## src/rtl/sub_flag_reg_pkg.sv

```systemverilog
// Shared definitions for the subtractor/adder output stages.
//   - Flag bit positions within the 4-bit {N, Z, C, V} flag vector.
//   - Skid-buffer occupancy state encoding.
package sub_flag_reg_pkg;

  localparam int unsigned FLAG_V = 0;
  localparam int unsigned FLAG_C = 1;
  localparam int unsigned FLAG_Z = 2;
  localparam int unsigned FLAG_N = 3;

  // Buffer occupancy: no entries, head only, head and tail.
  typedef enum logic [1:0] {
    StEmpty = 2'b00,
    StOne   = 2'b01,
    StFull  = 2'b10
  } state_e;

endpackage

```

## src/rtl/sub_flag_gen.sv

```systemverilog
// Combinational NZCV flag generator for an N-bit arithmetic result.
// Ports:
//   s_i        - result value
//   cout_i     - raw carry-out (not converted to a borrow)
//   overflow_i - signed overflow
//   flags_o    - {N, Z, C, V}
module sub_flag_gen
  import sub_flag_reg_pkg::*;
#(
  parameter int unsigned N = 4
) (
  input  logic [N-1:0] s_i,
  input  logic         cout_i,
  input  logic         overflow_i,
  output logic [3:0]   flags_o
);

  always_comb begin
    flags_o         = '0;
    flags_o[FLAG_N] = s_i[N-1];
    flags_o[FLAG_Z] = (s_i == '0);
    flags_o[FLAG_C] = cout_i;
    flags_o[FLAG_V] = overflow_i;
  end

endmodule

```

## src/rtl/sub_flag_reg.sv

```systemverilog
// Registered output stage for the N-bit subtractor: a two-entry skid buffer with
// valid/ready handshakes on both sides, NZCV flag capture and a saturating
// overflow event counter.
// Ports:
//   clk, rst_n                  - clock, synchronous active-low reset
//   in_valid/in_ready           - upstream handshake
//   in_s, in_cout, in_overflow  - subtractor result
//   out_valid/out_ready         - downstream handshake
//   out_s, out_flags            - head entry value and {N, Z, C, V}
//   ovf_count, clr_count        - saturating count of accepted V=1 results, clear
module sub_flag_reg
  import sub_flag_reg_pkg::*;
#(
  parameter int unsigned N  = 4,
  parameter int unsigned CW = 8
) (
  input  logic          clk,
  input  logic          rst_n,
  input  logic          in_valid,
  output logic          in_ready,
  input  logic [N-1:0]  in_s,
  input  logic          in_cout,
  input  logic          in_overflow,
  output logic          out_valid,
  input  logic          out_ready,
  output logic [N-1:0]  out_s,
  output logic [3:0]    out_flags,
  output logic [CW-1:0] ovf_count,
  input  logic          clr_count
);

  state_e        state_q, state_d;
  logic [N-1:0]  head_s_q, head_s_d, tail_s_q, tail_s_d;
  logic [3:0]    head_f_q, head_f_d, tail_f_q, tail_f_d;
  logic [CW-1:0] ovf_count_q, ovf_count_d;
  logic [3:0]    new_flags;
  logic          in_xfer, out_xfer;

  sub_flag_gen #(
    .N (N)
  ) u_flag_gen (
    .s_i        (in_s),
    .cout_i     (in_cout),
    .overflow_i (in_overflow),
    .flags_o    (new_flags)
  );

  // Both handshake outputs decode straight from the state register, so there
  // is no combinational path from out_ready to in_ready.
  assign in_ready  = (state_q != StFull);
  assign out_valid = (state_q != StEmpty);
  assign out_s     = head_s_q;
  assign out_flags = head_f_q;
  assign ovf_count = ovf_count_q;

  assign in_xfer  = in_valid && in_ready;
  assign out_xfer = out_valid && out_ready;

  always_comb begin
    state_d  = state_q;
    head_s_d = head_s_q;
    head_f_d = head_f_q;
    tail_s_d = tail_s_q;
    tail_f_d = tail_f_q;
    unique case (state_q)
      StEmpty: begin
        if (in_xfer) begin
          head_s_d = in_s;
          head_f_d = new_flags;
          state_d  = StOne;
        end
      end
      StOne: begin
        if (in_xfer && !out_xfer) begin
          tail_s_d = in_s;
          tail_f_d = new_flags;
          state_d  = StFull;
        end else if (out_xfer && !in_xfer) begin
          state_d = StEmpty;
        end else if (in_xfer && out_xfer) begin
          head_s_d = in_s;
          head_f_d = new_flags;
        end
      end
      StFull: begin
        if (out_xfer) begin
          head_s_d = tail_s_q;
          head_f_d = tail_f_q;
          state_d  = StOne;
        end
      end
      default: state_d = StEmpty;
    endcase
  end

  // Clear wins over a coincident overflow event; counting stops at all-ones.
  always_comb begin
    ovf_count_d = ovf_count_q;
    if (clr_count) begin
      ovf_count_d = '0;
    end else if (in_xfer && new_flags[FLAG_V] && (ovf_count_q != {CW{1'b1}})) begin
      ovf_count_d = ovf_count_q + CW'(1);
    end
  end

  always_ff @(posedge clk) begin
    if (!rst_n) begin
      state_q     <= StEmpty;
      head_s_q    <= '0;
      head_f_q    <= '0;
      tail_s_q    <= '0;
      tail_f_q    <= '0;
      ovf_count_q <= '0;
    end else begin
      state_q     <= state_d;
      head_s_q    <= head_s_d;
      head_f_q    <= head_f_d;
      tail_s_q    <= tail_s_d;
      tail_f_q    <= tail_f_d;
      ovf_count_q <= ovf_count_d;
    end
  end

endmodule

```

## config.mk

```make
export PLATFORM = sky130hd
export DESIGN_NAME = sub_flag_reg
export DESIGN_NICKNAME = d
export VERILOG_FILES = /design/src/rtl/sub_flag_reg_pkg.sv /design/src/rtl/sub_flag_gen.sv /design/src/rtl/sub_flag_reg.sv
export SDC_FILE = /design/constraint.sdc
export NUM_CORES = 1
export LEC_CHECK = 0
export ABC_AREA = 0
export CAP_MARGIN = 5
export CELL_PAD_IN_SITES_DETAIL_PLACEMENT = 1
export CELL_PAD_IN_SITES_GLOBAL_PLACEMENT = 1
export CORE_MARGIN = 2
export CORE_UTILIZATION = 35
export CTS_BUF_LIST = sky130_fd_sc_hd__clkbuf_2 sky130_fd_sc_hd__clkbuf_4 sky130_fd_sc_hd__clkbuf_8
export DETAILED_ROUTE_END_ITERATION = 8
export GPL_ROUTABILITY_DRIVEN = 0
export PLACE_DENSITY = 0.82
export SYNTH_ARGS = -nofsm -noshare
export SYNTH_HDL_FRONTEND = slang
export SYNTH_SLANG_ARGS = --single-unit
```

## constraint.sdc

```tcl
create_clock -name clk -period 3.4 [get_ports clk]
set_input_delay 0.68 -clock clk [delete_from_list [all_inputs] [get_ports clk]]
set_output_delay 0.68 -clock clk [all_outputs]
set_load 0.1 [all_outputs]
```

-- After elaboration in Yosys (flattened, before gate mapping)
Cells that the tools add are included.
- bits of input ports: 11
- output and inout port bits: 18
- register bits: 26
- bits in latches: 0
- logic and storage cells: 52
- memories kept: 0
- memory bits (writable): 0
- bits in read-only memories: 0
- bitwise operators: 1
- reduce and logical (&&, ||, !) cells: 17
- equal/unequal tests: 10
- divide/modulo/power cells: 0
- multiply operators: 0
- multiplexer cells: 17
- shift-type cells: 0
- order comparisons: 0
- add/sub/neg operators: 1
- operators by type and width (cell ; count):
    $mux W4 ; 10
    $pmux W4 S3 ; 2
    $ne A2 B2 Y1 const B ; 6
    $add A8 B1 Y8 const B ; 1
    $mux W2 ; 4
    $ne A8 B8 Y1 const B ; 1
    $logic_and A1 B1 Y1 ; 7
    $pmux W2 S3 ; 1
    $reduce_and A6 Y1 ; 1
    $logic_not A4 Y1 ; 1
    $ne A3 B3 Y1 const B ; 1
    $reduce_and A3 Y1 ; 1
    $reduce_bool A3 Y1 ; 1
    $eq A2 B1 Y1 const B ; 1
    $eq A2 B2 Y1 const B ; 1
    $logic_not A1 Y1 ; 2
    $logic_not A2 Y1 ; 1
    $reduce_and A2 Y1 ; 1
    $reduce_bool A2 Y1 ; 1
    $reduce_or A2 Y1 ; 1
    $not A1 Y1 ; 1

-- Depth between registers and ports, before layout
Gate-level depths: netlist of run 1.
- depth in word-level cells: 7
- gate-level depth with buffers: 6
- mapped depth without buffers: 5

-- By module
Synthesis of run 1 repeated with hierarchy kept, for this count alone.
- cells, all modules: 129
- area total of the unflattened synthesis: 1244.9 um^2
- modules (own cells, without submodules) (module ; cells an instance ; times used ; area an instance (um^2) ; sequential area each (um^2)):
    sub_flag_reg ; 125 ; 1 ; 1209.9 ; 520.5
    sub_flag_gen ; 4 ; 1 ; 35.0 ; 0.0

-- Least setup slack after synthesis of run 1
No wires, ideal clock.
- path kind: register -> register
- start point: reg ovf_count_q[0], in the netlist ovf_count[0]
- end point: reg ovf_count_q[1], in the netlist ovf_count[1]
- data required time: 3276 ps
- setup time: 124 ps
- clock period less this slack: 2188 ps
- path buffers: 1
- cell stages (with the launch flop): 7
- arrival: 2064 ps
- setup slack: 1212 ps
- path through: dfxtp_1 > ha_1 > nand3_1 > o2111ai_4 > buf_6 > mux2i_1 > nor2_1
- word-level cells in the longest chain between the ends: 2
- elaborated cells on any way between the ends: 3
- those cells by class: 1 x add/sub; 1 x eq/ne; 1 x reduce/logical
- ends and longest elaborated chain (item ; RTL line ; source):
    start: declaration ; sub_flag_reg.sv:35 ; logic [CW-1:0] ovf_count_q, ovf_count_d;
    start signal: assignment ; sub_flag_reg.sv:120 ; ovf_count_q <= ovf_count_d;
    branches (longest 2 deep; another with $add A8 B1 Y8) ; n/a ;
Parallel ways; which one is timed is not known.
A chain may end at the register's enable or synchronous reset.

-- Final worst setup path of run 1
- start point: reg ovf_count_q[6], in the netlist ovf_count[6]
- end point: out ovf_count[6]
- RTL lines (item ; RTL line ; source):
    end: declaration ; sub_flag_reg.sv:28 ; output logic [CW-1:0] ovf_count,
No word-level cell between the ends.

==> summary.md, run 1 <==
| Metric | Value |
|---|---|
| Status | `complete, no violations` |
| Compound-cell area share of the yosys netlist | `15.8%` |
| Post-synthesis xor/xnor area fraction | `0.763%` |
| Drt pass-1 iters | `4` |
| Placed insts | `183` |
| Final worst slack | `0.860 ns` |
| F_max | `394 MHz` |
| RSZ-0062 raised after global routing | `no` |
| CP delay by family, top | `buffers and inverters` |
| Worst min-delay path startpoint | `out_flags[2]` |
| R2r startpoint | `state_q[0]` |
| CTS tree | `done` |
| Largest family of logic cells by synthesized area | `simple AND/OR/NAND/NOR gates` |
| Power Density | `418 mW/mm^2` |
| Synth unique cells | `34` |
| Fraction of synthesized area in multiplexers | `14.0%` |
| Initial Utilization | `37.3%` |
| #FFs+latches synth | `24` |
| Via count | `966` |
| Hold Fails Final Rpt | `0` |
| Share of the yosys chip area belonging to registers | `41.9%` |
| Final Cycle Share | `74.7%` |
| Adder-cell share of the synthesized area | `1.09%` |
| Worst skew pair latency | `0.31 ns` |
| Synth area leaders | `dfxtp_1 (42%), mux2i_1 (14%), o211a_1 (6.1%)` |
| Root Driver | `clkbuf_4` |
| Total GRT Usage | `15.2%` |
| CTS max path bufs | `2` |
| Crit path buffers/inverters | `1` |
| WHS Endpoint | `out_flags[2]` |
| Synthesized area | `0.00115 sq mm` |
| Hold crit path type | `reg2reg` |
| LEAKAGE | `0.000630 uW` |
| Avg WL per Cell | `13.6 um` |
| Die area | `0.00375 sq mm` |
| Simple-gate share of the synthesized area | `21.4%` |
| Die height | `61.3 um` |
| Crit path DAT | `1.86 ns` |
| I/O pins | `29` |
| Most used DFF post-synth | `dfxtp_1` |
| Crit-path slowest cell | `clkdlybuf4s50_1` |
| Antenna Violating Nets Remaining | `0` |
| Antenna Cells | `0` |
| CTS Buf Count | `3` |
| Initial drt markers | `18` |
| Hold Path Depth | `1` |
| Area grow syn2layout | `27.3%` |
| Congestion Overflow GR | `0` |
| Die Width | `61.3 um` |
| Total negative slack | `0 ns` |
| Hold buffer count at cts | `0` |
| Minimum clock period | `2.54 ns` |
| Hpwl dp | `1890 um` |
| Slew Limit Fails | `0` |
| CTS resizes | `0` |
| Syn. warnings | `0` |
| Share of layout cells above drive strength 1 | `13.3%` |
| Critical-path cell list | `clkdlybuf4s50_1` |
| Worst-path clk slew | `0.13 ns` |
| Fillers | `360` |
| Core area | `0.00308 sq mm` |
| Post-CTS setup buffer count | `0` |
| Num Clock Sinks | `24` |
| Worst slew pin tran | `0.966 ns` |
| Routed wire length | `2530 um` |
| Largest net degree at the start of global routing | `19` |
| Syn Inst Count | `115` |
| Area of the multi-input gates | `608 sq um` |
| # H-tree levels | `1` |
| FF-to-FF path depth | `4` |
| Syn nets | `127` |
| VDD IR max | `0.222 mV` |
| DRC errors left | `0` |
| R2R setup slack | `1.58 ns` |
| Crit path capture type | `output port` |
| Reg2Reg Capture Point | `ovf_count[5]` |
| Max Clock Skew | `0.00490 ns` |
| Top cell type's share of synthesized area | `41.9%` |
| Vias/cell | `5.17` |
| Initial antenna violation count | `0` |
| Rel. slew slack | `35.4%` |
| Final non-filler cell total | `187` |
| Final-stage net count | `156` |
| Number of max-cap violations | `0` |
| Syn avg cell area | `9.98 sq um` |
| Critical path required time | `2.72 ns` |
| Register area | `480 sq um` |
| Largest stage delay on the critical path | `1.15 ns` |
| Final-report setup violation count | `0` |
| Startpoint types | `register` |
| Port bufs | `28` |
| Dominant cell type by area after synthesis | `dfxtp_1` |
| Vias in the first global route | `996` |
| Cell Rows | `20` |
| Post-synth ARST share | `0%` |
| EDFF count, synth | `0` |
| Critical Path Fanout Max | `4` |
| CP Class | `reg2out` |
| Global-route wire length before repair | `4310 um` |
| DP Worst Slack | `1.09 ns` |
-- power breakdown --
part	total (uW)	internal, uW	switching (uW)
clock	148	65.3	82.8
combinational	162	49.1	113
sequential	300	293	7.56
total	611	407	204
-- routing by layer --
| layer | share of wire (%) | up-vias | GRT usage (%) |
|---|---|---|---|
| li1 | - | 468 | - |
| met2 | 52 | 25 | 27.7 |
| met4 | 0.75 | 0 | 5.90 |
| met5 | 0 | - | 0 |
| met1 | 42 | 469 | 17.5 |
| met3 | 4.6 | 4 | 2.52 |
-- worst max-delay path by stage --
| stage | startpoint | endpoint | cells after the start |
|---|---|---|---|
| after floorplan | ovf_count[0] | ovf_count[1] | 6 |
| after global placement | in_valid | tail_f_q[0] | 5 |
| after detailed placement | in_overflow | ovf_count[5] | 4 |
| after CTS | ovf_count[6] | ovf_count[6] | 1 |
| after global routing | ovf_count[6] | ovf_count[6] | 1 |
| final | ovf_count[6] | ovf_count[6] | 1 |
-- registers in the layout, indices dropped and copies added, names as in the netlist --
signal	cells
out_s	4
tail_f_q	3
tail_s_q	4
state_q	2
out_flags	3
ovf_count	8
-- layout make-up --
cell class	instances	share of cell area [%]
Multi-Input combinational cell	83	41.6
Sequential cell	24	32.9
Timing Repair Buffer	30	18.7
Tap cell	44	3.77
Clock buffer	4	2.49
Inverter	2	0.514
-- per-stage QoR --
step                      total power [uW]  cell area (sq um)  hold slack, ns  utilization (%)
after global routing                   640               1460           0.547             47.4
after global placement                 467               1420           0.485             46.3
after floorplan                        427               1150           0.482                -
after CTS                              622               1460           0.522             47.4
final                                  611               1460           0.515             47.4
after detailed placement               469               1420           0.488             46.3
-- cells by family (layout without fill, tap and decap cells) --
kind of cell,count (synthesis),in the layout
adder cells (fa/ha/maj),1,1
multiplexers,16,16
buffers and inverters,8,36
flip-flops,24,24
XOR/XNOR,1,1
AND/OR/NAND/NOR,42,42
AO/OA/AOI/OAI,23,23
-- placed cells by master (no fill, tap or decap), types with 3 or more instances in the layout --
cell type        instances
or4_1                    3
or3_1                    3
nor2b_1                  9
o21ai_1                  4
dfxtp_1                 24
a21oi_1                  6
buf_4                   11
clkdlybuf4s50_1         19
mux2i_1                 16
nand2_1                 11
nor2_1                   3
o211a_1                  7
clkbuf_4                 3
-- cell usage after synthesis (all sizes together) (2+ instances only) --
cell / count
a21oi: 6
buf: 5
dfxtp: 24
inv: 2
mux2i: 16
nand2: 11
nand2b: 3
nand3: 2
nand4: 2
nor2: 3
nor2b: 9
o211a: 7
o21ai: 5
o31ai: 2
or3: 3
or4: 3
Power figures use the tool's default switching activity.
==> run 2, diff against run 1 <==
==> constraint.sdc (replaced) <==
create_clock -name clk -period 2.63 [get_ports clk]
set_input_delay 0.526 -clock clk [delete_from_list [all_inputs] [get_ports clk]]
set_output_delay 0.526 -clock clk [all_outputs]
set_load 0.1 [all_outputs]
==> run 2 against run 1 <==
Net effect:
- sequential share of layout area increased by 0.52 points
- largest cell class unchanged
- critical endpoint is now in_ready
- power grew 29%
- setup slack lost 0.19 ns
==> summary.md, run 2 (same netlist as run 1, synthesis figures left out) <==
| Metric | Value |
|---|---|
| Final worst slack | `0.669 ns (-0.191 ns)` |
| CTS resizes | `0 (unchanged)` |
| Most frequent cells in the layout | `dfxtp_1 (24), buf_4 (20), mux2i_1 (16)` |
| Routed wire length | `2670 um (+5.4%)` |
| Share of layout cells above drive strength 1 | `19.6% (+6.3 points)` |
| Placed insts | `183 (unchanged)` |
| DRC errors left | `0 (unchanged)` |
| Antenna Violating Nets Remaining | `0 (unchanged)` |
| Vias in the first global route | `1028 (+3.2%)` |
| CTS max path bufs | `2 (unchanged)` |
| Drt pass-1 iters | `4 (unchanged)` |
| Initial antenna violation count | `0 (unchanged)` |
| Worst-path clk slew | `0.13 ns (about the same)` |
| Slew Limit Fails | `0 (unchanged)` |
| Status | `complete, no violations` |
| LEAKAGE | `0.000644 uW (+2.3%)` |
| I/O pins | `29 (unchanged)` |
| Hold crit path type | `reg2reg` |
| Initial Utilization | `37.3% (unchanged)` |
| Final non-filler cell total | `187 (unchanged)` |
| Total negative slack | `0 ns (unchanged)` |
| Port bufs | `28 (unchanged)` |
| Die Width | `61.3 um (unchanged)` |
| Initial drt markers | `34 (+16)` |
| Minimum clock period | `1.96 ns` |
| CTS Buf Count | `3 (unchanged)` |
| DP Worst Slack | `0.459 ns (-0.635 ns)` |
| RSZ-0062 raised after global routing | `no` |
| Number of max-cap violations | `0 (unchanged)` |
| Critical Path Fanout Max | `10 (+6)` |
| Crit path DAT | `1.43 ns (-0.43 ns)` |
| Crit path capture type | `output port` |
| Power Density | `550 mW/mm^2 (+31%)` |
| Final-report setup violation count | `0 (unchanged)` |
| Area grow syn2layout | `25.3%` |
| Antenna Cells | `0 (unchanged)` |
| VDD IR max | `0.395 mV (+78%)` |
| Largest register FFs | `8 (unchanged)` |
| Core area | `0.00308 sq mm (unchanged)` |
| Hpwl dp | `1990 um (+5.3%)` |
| Final-stage net count | `156 (unchanged)` |
| Congestion Overflow GR | `0 (unchanged)` |
| Rel. slew slack | `68.9% (+34 points)` |
| Num Clock Sinks | `24 (unchanged)` |
| Via count | `958 (-0.83%)` |
| Worst skew pair latency | `0.31 ns (about the same)` |
| Register area | `480 sq um (unchanged)` |
| Vias/cell | `5.12 (-0.83%)` |
| Most common cell after layout, fill and taps aside | `dfxtp_1` |
| Cell Rows | `20 (unchanged)` |
| # H-tree levels | `1 (unchanged)` |
| Startpoint types | `register` |
| Fillers | `383 (+6.4%)` |
| Area of the multi-input gates | `608 sq um (unchanged)` |
| Critical path required time | `2.10 ns (-0.62 ns)` |
| F_max | `510 MHz` |
| Avg WL per Cell | `14.3 um (+5.4%)` |
| Final Cycle Share | `74.6%` |
| CTS tree | `done` |
| Largest net degree at the start of global routing | `18 (-1)` |
| Total GRT Usage | `16.4% (+1.2 points)` |
| Die area | `0.00375 sq mm (unchanged)` |
| Root Driver | `clkbuf_4` |
| Global-route wire length before repair | `4620 um (+7.4%)` |
| Hold buffer count at cts | `0 (unchanged)` |
| Max Clock Skew | `0.00366 ns (-0.00124 ns)` |
| Post-CTS setup buffer count | `0 (unchanged)` |
| Die height | `61.3 um (unchanged)` |
| Hold Fails Final Rpt | `0 (unchanged)` |
| CP Class | `reg2out` |
| Worst slew pin tran | `0.464 ns (-0.502 ns)` |
-- run 2: changes by cell type in the layout (fill, tap and decap cells not counted) --
cell,delta
clkdlybuf4s50_1,-9
buf_4,+9
-- run 2: report_power, final --
group / switching, uW / internal (uW)
logic: 147 / 59.7
registers: 10.1 / 379
clock network: 111 / 84.5
total: 267 / 523
-- run 2: metrics by stage --
stage	hold slack, ns	area [sq um]	total power [uW]	utilization (%)
2_1_floorplan	0.482	1150	551	-
3_3_place_gp	0.484	1400	599	45.5
3_5_place_dp	0.491	1400	604	45.5
4_1_cts	0.524	1440	803	46.7
5_1_grt	0.549	1440	830	46.7
6_report	0.518	1440	790	46.7
-- run 2: layer usage --
| metal | vias to the layer above | GRT usage (%) | part of all wire [%] |
|---|---|---|---|
| li1 | 471 | - | - |
| met1 | 456 | 19.3 | 43 |
| met2 | 27 | 30.4 | 52 |
| met3 | 4 | 3.36 | 4.5 |
| met4 | 0 | 3.42 | 1.2 |
| met5 | - | 0 | 0 |
-- run 2: final timing paths --
path              slack, ns       start      endpoint  cells past startpoint
hold / removal         0.52    out_s[1]      out_s[1]                      1
hold reg to reg        0.52    out_s[1]      out_s[1]                      1
setup reg to reg       0.79  state_q[0]  ovf_count[7]                      4
setup / recovery       0.67  state_q[0]      in_ready                      2
-- run 2: worst max-delay path, cell delays in order, from the launching register on --
cell	delay, ns
dfxtp_1	0.42
nand2b_2	0.35
buf_4	0.36
-- run 2: cell type report --
cell class,instances,area share (%)
Sequential cell,24,33.4
Timing Repair Buffer,30,17.4
Clock buffer,4,2.52
Tap cell,44,3.83
Inverter,2,0.522
Multi-Input combinational cell,83,42.3
